$ cat config.mk
export PLATFORM = sky130hd
export DESIGN_NAME = arith_issue_q
export DESIGN_NICKNAME = d
export VERILOG_FILES = /design/src/rtl/arith_issue_q.sv
export SDC_FILE = /design/constraint.sdc
export NUM_CORES = 1
export LEC_CHECK = 0
export ABC_AREA = 1
export BUFFER_PORTS_ARGS = -buffer_cell sky130_fd_sc_hd__buf_2
export CORE_ASPECT_RATIO = 0.8
export CORE_MARGIN = 2
export CORE_UTILIZATION = 45
export DETAILED_ROUTE_END_ITERATION = 16
export GPL_ROUTABILITY_DRIVEN = 0
export MAX_ROUTING_LAYER = met4
export SYNTH_ARGS = -nofsm -noshare
export SYNTH_HDL_FRONTEND = slang
export SYNTH_SLANG_ARGS = --single-unit
$ cat constraint.sdc
create_clock -name clk -period 22.9 [get_ports clk]
set_clock_uncertainty 0.1 [all_clocks]
set_input_delay 4.58 -clock clk [delete_from_list [all_inputs] [get_ports clk]]
set_output_delay 4.58 -clock clk [all_outputs]
set_load 0.02 [all_outputs]
$ cat src/rtl/arith_issue_q.sv
// arith_issue_q: queued 8-bit arithmetic stage (add/sub/mul/div/mod) with a registered, back-pressurable result
//   clk, reset (async, active-high)
//   in_valid/in_ready, in_op/in_a/in_b      : request push into the FIFO
//   out_valid/out_ready, out_res/out_dz/out_ill : registered result handshake
//   count                                   : FIFO occupancy
module arith_issue_q #(
    parameter int WIDTH = 8,
    parameter int DEPTH = 4
) (
    input  logic                       clk,
    input  logic                       reset,
    input  logic                       in_valid,
    output logic                       in_ready,
    input  logic [3:0]                 in_op,
    input  logic [WIDTH-1:0]           in_a,
    input  logic [WIDTH-1:0]           in_b,
    output logic                       out_valid,
    input  logic                       out_ready,
    output logic [WIDTH-1:0]           out_res,
    output logic                       out_dz,
    output logic                       out_ill,
    output logic [$clog2(DEPTH+1)-1:0] count
);
    localparam int CW = $clog2(DEPTH + 1);
    localparam int PW = $clog2(DEPTH);

    logic [3:0]        r_op [DEPTH];
    logic [WIDTH-1:0]  r_a  [DEPTH];
    logic [WIDTH-1:0]  r_b  [DEPTH];
    logic [PW-1:0]     r_wp, r_rp;
    logic [CW-1:0]     r_count;
    logic              r_valid, r_dz, r_ill;
    logic [WIDTH-1:0]  r_res;

    logic              w_push, w_load, w_bz;
    logic [3:0]        w_op;
    logic [WIDTH-1:0]  w_ha, w_hb, w_bnz, w_res;
    logic              w_dz, w_ill;
    logic signed [WIDTH:0] w_sa, w_sb;

    assign in_ready  = r_count != CW'(DEPTH);
    assign w_push    = in_valid && in_ready;
    assign w_load    = (r_count != '0) && (!r_valid || out_ready);
    assign out_valid = r_valid;
    assign out_res   = r_res;
    assign out_dz    = r_dz;
    assign out_ill   = r_ill;
    assign count     = r_count;

    assign w_op  = r_op[r_rp];
    assign w_ha  = r_a[r_rp];
    assign w_hb  = r_b[r_rp];
    assign w_bz  = w_hb == '0;
    // Divisor forced to 1 on zero so the dividers never see b==0; the result is overridden anyway.
    assign w_bnz = w_bz ? WIDTH'(1) : w_hb;
    // One extra bit makes most-negative / -1 representable; truncation then wraps it back.
    assign w_sa  = {w_ha[WIDTH-1], w_ha};
    assign w_sb  = {w_bnz[WIDTH-1], w_bnz};

    always_comb begin
        w_res = '0;
        w_dz  = 1'b0;
        w_ill = 1'b0;
        case (w_op)
            4'd0, 4'd1: w_res = w_ha + w_hb;
            4'd2, 4'd3: w_res = w_ha - w_hb;
            4'd4, 4'd5: w_res = w_ha * w_hb;
            4'd6: begin
                w_dz  = w_bz;
                w_res = w_bz ? '1 : w_ha / w_bnz;
            end
            4'd7: begin
                w_dz  = w_bz;
                w_res = w_bz ? '1 : WIDTH'(w_sa / w_sb);
            end
            4'd8: begin
                w_dz  = w_bz;
                w_res = w_bz ? w_ha : w_ha % w_bnz;
            end
            4'd9: begin
                w_dz  = w_bz;
                w_res = w_bz ? w_ha : WIDTH'(w_sa % w_sb);
            end
            default: w_ill = 1'b1;
        endcase
    end

    always_ff @(posedge clk or posedge reset) begin
        if (reset) begin
            for (int i = 0; i < DEPTH; i++) begin
                r_op[i] <= '0;
                r_a[i]  <= '0;
                r_b[i]  <= '0;
            end
            r_wp    <= '0;
            r_rp    <= '0;
            r_count <= '0;
            r_valid <= 1'b0;
            r_res   <= '0;
            r_dz    <= 1'b0;
            r_ill   <= 1'b0;
        end else begin
            if (w_push) begin
                r_op[r_wp] <= in_op;
                r_a[r_wp]  <= in_a;
                r_b[r_wp]  <= in_b;
                r_wp       <= r_wp + 1'b1;
            end
            if (w_load) begin
                r_rp    <= r_rp + 1'b1;
                r_valid <= 1'b1;
                r_res   <= w_res;
                r_dz    <= w_dz;
                r_ill   <= w_ill;
            end else if (out_ready) begin
                r_valid <= 1'b0;
            end
            r_count <= r_count + CW'(w_push) - CW'(w_load);
        end
    end
endmodule

# ---- Yosys cells after proc, flatten, opt, wreduce, memory -nomap -nowiden
# Cells that the tools add are included.
dict set report classes {
  addsub 6
  mul 1
  n_div 4
  magnitude_cmp 3
  eq_ne 10
  muxes 26
  n_bitwise 2
  reduce_logical 14
}
# operator count
set ops {}
lappend ops {{8-bit 2-to-1 mux} 10}
lappend ops {{32-bit bitwise mux} 2}
lappend ops {{8-bit one-hot mux with 7 select lines} 1}
lappend ops {{8-bit binary-select mux with 2-bit select} 2}
lappend ops {{16-bit bitwise mux} 1}
lappend ops {{8-bit demux with 2-bit select} 1}
lappend ops {{4-bit by 3-bit == test with 1-bit output (second input constant)} 4}
lappend ops {{4-bit 2-to-1 mux} 3}
lappend ops {{10-bit OR reduction} 1}
lappend ops {{9-bit by 9-bit divider with 9-bit output} 1}
lappend ops {{9-bit by 9-bit remainder unit with 9-bit output} 1}
lappend ops {{8-bit adder} 1}
lappend ops {{4-bit binary-select mux with 2-bit select} 1}
lappend ops {{4-bit demux with 2-bit select} 1}
lappend ops {{8-bit by 8-bit divider with 8-bit output} 1}
lappend ops {{4-bit by 2-bit == test with 1-bit output (second input constant)} 2}
lappend ops {{4-bit == test (second input constant)} 2}
lappend ops {{8-bit zero test} 1}
lappend ops {{8-bit by 8-bit remainder unit with 8-bit output} 1}
lappend ops {{8-bit by 8-bit multiplier with 8-bit output} 1}
lappend ops {{8-bit subtractor} 1}
lappend ops {{3-bit greater-or-equal comparator (second input constant)} 2}
lappend ops {{2-bit inverter with 3-bit output} 2}
lappend ops {{2-bit OR reduction} 3}
lappend ops {{14 further kinds} 20}
dict set report totals {
  register_bits 98
  in_bits 24
  out_inout_bits 15
  word_cells 85
}

# ---- Logic depth before layout (Yosys ltp)
dict set report logic_depth {
  ltp_word 9
  depth_mapped 125
  mapped_depth_nobuf 123
}

# ---- Worst setup path after synthesis
# OpenSTA, ideal clock, no wires.
dict set report synth_timing {
  kind {reg2reg}
  from {register r_rp[0]}
  to {register r_res[1], in the netlist out_res[1]}
  setup_time_ns 0.145
  t_arrival_ns 14.678
  t_required_ns 22.655
  path_slack_ns 7.977
  stages_incl_launch_ff 119
  n_path_buf 5
  synth_period_minus_slack_ns 14.923
  path_cell_list {dfrtp_1 -> inv_2 -> buf_6 -> buf_8 -> a21oi_2 -> o21ai_2 -> nand2_4 -> inv_2 -> ha_1 -> inv_1 -> nor2_2 -> nand2_4 -> inv_2 -> nor2_1 -> inv_1 -> nand2_1 -> xor2_1 -> inv_1 -> [83 not listed] -> nor2_1 -> nand2_1 -> o211ai_1 -> nand2_1 -> nor3b_1 -> nor2_1 -> nor2_1 -> clkinv_1 -> nand2_1 -> o21a_1 -> inv_1 -> ha_1 -> a21oi_1 -> o21ai_0 -> nand2_1 -> a22oi_1 -> a2111oi_0 -> o21ai_0}
}
dict set report synth_via {
  elab_chain_cells 9
  word_cells_on_any_way 37
  cone_classes {2 x add/sub; 1 x mul; 4 x div; 9 x eq/ne; 15 x mux; 1 x bitwise; 5 x reduce/logical}
}
# item line
set synth_rtl {}
lappend synth_rtl {{start: declaration} 30} ;# logic [PW-1:0] r_wp, r_rp;
lappend synth_rtl {{start signal: assignment} 110} ;# r_rp <= r_rp + 1'b1;
lappend synth_rtl {{2-bit inverter with 3-bit output (not written as such) *} {50, 51, 52}}
lappend synth_rtl {{8-bit binary-select mux with 2-bit select} 52} ;# assign w_hb = r_b[r_rp];
lappend synth_rtl {{8-bit 2-to-1 mux (not written as such) (2 in a row)} 52}
lappend synth_rtl {{8-bit zero test} 53} ;# assign w_bz = w_hb == '0;
lappend synth_rtl {{8-bit 2-to-1 mux} 55} ;# assign w_bnz = w_bz ? WIDTH'(1) : w_hb;
lappend synth_rtl {{9-bit by 9-bit remainder unit with 9-bit output, or another cell as far along} 82} ;# w_res = w_bz ? w_ha : WIDTH'(w_sa % w_sb);
lappend synth_rtl {{8-bit 2-to-1 mux (on tied branches)} n/a}
lappend synth_rtl {{8-bit one-hot mux with 7 select lines *} 64} ;# case (w_op)
lappend synth_rtl {{end signal: assignment} 112} ;# r_res <= w_res;
lappend synth_rtl {{end: declaration} 33} ;# logic [WIDTH-1:0] r_res;
# Mark *: on every way between the ends. The rest lies on a longest branch, timed or not. The select of a mux whose other input is x is not followed.
# A chain may end at the register's enable or synchronous reset.

# ---- Final worst setup path
# Same ends and word-level chain as after synthesis.

==> out/results.ini <==
[outcome]
status=completed

[grt]
grt_max_degree=70
grt.total_usage=0.252
grt_pass1_wl_um=49000
grt_pass1_vias=9194
grt-ovfl-total=0
antenna_found_initial=0

[drt]
first_iter_violations=856
wire_per_inst_um=16.2
finalWirelength_um=30000
route.vias.total=9936
drcViolationCount=0
drtAntennaViolNets=0
via_per_inst=5.37
firstDrtPassIters=6

[sta]
setup_tns_ns=0
tightest_slew_ns=0.972
rsz0062_at_grt=no
period_minus_slack_ns=19.41
hold_viol_final=0
timing.hold.ws_ns=0.389
slew_headroom=0.335
slew_violations=0
fin_crit_sh=0.847
fmax_ghz=0.0515
setup_ws_ns=3.49
setup_viol=0

[critical_path]
r2r_slack_ns=3.49
critPathMaxStageDelay_ns=0.78
critPathCaptureType=flop
critPathLaunchType=flop
rr_worst_depth=113
worstPathRequired_ns=22.99
critPathMaxFanout=42
r2r-start=r_rp[0]
startpoint=r_rp[0]
path_class=flop to flop
cpLargestDelayFamily=simple AND/OR/NAND/NOR gates
crit_top_cell=nand2_1
r2r-end=out_res[1]
timing.critical_path.slowest_stage_cell=a2111oi_0
path_buf_inv=18
cp.arrival_ns=19.50

[yosys]
synthCells=1518
syn-num-nets=1675
synth_edf_count=0
synth.avg_cell_area_sq_um=7.09
yosysWarnings=0
netlist_area_sq_um=10800
ys_seq_elements=98
yosysSeqAreaShare=0.228
async_reset_ff_frac=1.00
yosysUniqueCellTypes=60
synth_ff_type=dfrtp_1

[clock_tree]
clockBufferDepth=2
root_buffer=clkbuf_16
cts_tree=done
htree_num_levels=3
cts_buffers=9
postCtsSetupRepairBufs=0
clock_sinks=98
clk_latency_ns=0.35
cts_hold_buf=0
cts_resized=0
clk_pin_slew_worst_paths_ns=0.08

[hold_path]
hp-class=flop to flop
hp-start=r_b[15]
min_to=r_b[15]
hold_depth=2

[layout]
seqCellArea_sq_um=2450
drive_gt1_frac=0.103
syn_to_final_growth_pct=6.65
multi_input_area_sq_um=7370
diodes=0
nets=1690
fillerInstances=2404
fin_util=0.489

[floorplan]
rows=50
start_util=0.459
die-area_sq_um=25200
core_area_sq_um=23500
die_h_um=142
pin_count=39
dieWidth_um=177

[place]
place_ws_ns=3.81
io_buffer_count=38
dp_hpwl_um=23000

[job]
maxCapViolCount=0

[registers in the layout, summed over array words and instances (netlist names)]
name / flops
r_rp: 2
r_b: 32
r_op: 16
r_wp: 2
out_valid: 1
out_dz: 1
out_ill: 1
count: 3
r_a: 32
out_res: 8
[Yosys cell counts (19+ instances only)]
cell type | n | area, sq um
nand2_1 | 393 | 1480
inv_1 | 170 | 638
o21ai_0 | 135 | 676
ha_1 | 117 | 1460
nor2_1 | 104 | 390
dfrtp_1 | 98 | 2450
nand3_1 | 75 | 375
a21oi_1 | 65 | 325
xor2_1 | 56 | 490
xnor2_1 | 26 | 228
clkbuf_1 | 24 | 90.1
nand2_2 | 19 | 119
[per-layer routing]
metal / vias up / part of all wire / GRT usage
li1: 5027 / - / -
met1: 4584 / 0.52 / 0.382
met2: 298 / 0.40 / 0.350
met3: 27 / 0.077 / 0.0521
met4: 0 / 0.011 / 0.0335
met5: - / 0 / -
[tightest hold or removal path, delay by kind of cell (launching register included)]
kind,cells,cell delay [ns]
DFF,1,0.34
AOI/OAI and AO/OA,1,0.06
and+or+nand+nor,1,0.05
[area by class of cell]
class | instances | area share
multi-input combinational | 1192 | 0.642
sequential | 98 | 0.214
inverter | 183 | 0.0601
tap | 312 | 0.0340
timing repair buffer | 49 | 0.0238
clock buffer | 9 | 0.0196
clock inverter | 7 | 0.00698
[per-stage QoR]
| step | cells | area, sq um |
|---|---|---|
| finish | 1850 | 11500 |
| global route | 1850 | 11500 |
| CTS | 1850 | 11500 |
| detailed placement | 1834 | 11200 |
| global placement | 1834 | 11200 |
| floorplan | 1518 | 10800 |
[worst max path at each step]
stage,endpoint,cells after the start,slack (ns)
2_1_floorplan,out_res[1],118,7.98
3_3_place_gp,out_res[1],116,4.44
3_5_place_dp,out_res[1],113,3.81
4_1_cts,out_res[1],113,3.71
5_1_grt,out_res[1],113,1.12
6_report,out_res[1],113,3.49
[cell usage in the layout, fill, tap and decap left out, types with 9 or more instances in the layout]
master and n:
clkbuf_16 9, xnor2_1 26, nor3_1 14, o21ai_0 135, nand2_2 19, inv_1 169
a21oi_1 65, buf_4 11, nand4_1 12, dfrtp_1 98, nor2_1 104, xor2_1 56
o21bai_1 10, a21o_1 9, nand3_1 75, nand2_4 10, ha_1 117, nand3_2 14
fa_1 16, buf_2 38, nand2_1 393, or2_2 14, o21ai_2 10, o21ai_1 14
[kinds of logic (layout without fill, tap and decap cells)]
family                     after synthesis  count (layout)  share of synthesized area
AOI/OAI and AO/OA                      293             293                      0.163
xor gates and xnor gates                83              83                     0.0693
adders and majority gates              133             133                      0.166
buffers and inverters                  228             248                     0.0880
DFF                                     98              98                      0.228
other                                    2               2                   0.000698
and+or+nand+nor                        681             681                      0.286
Power is not shown: default switching activity piles up to over one toggle a cycle in this logic, so the estimate is an artifact.
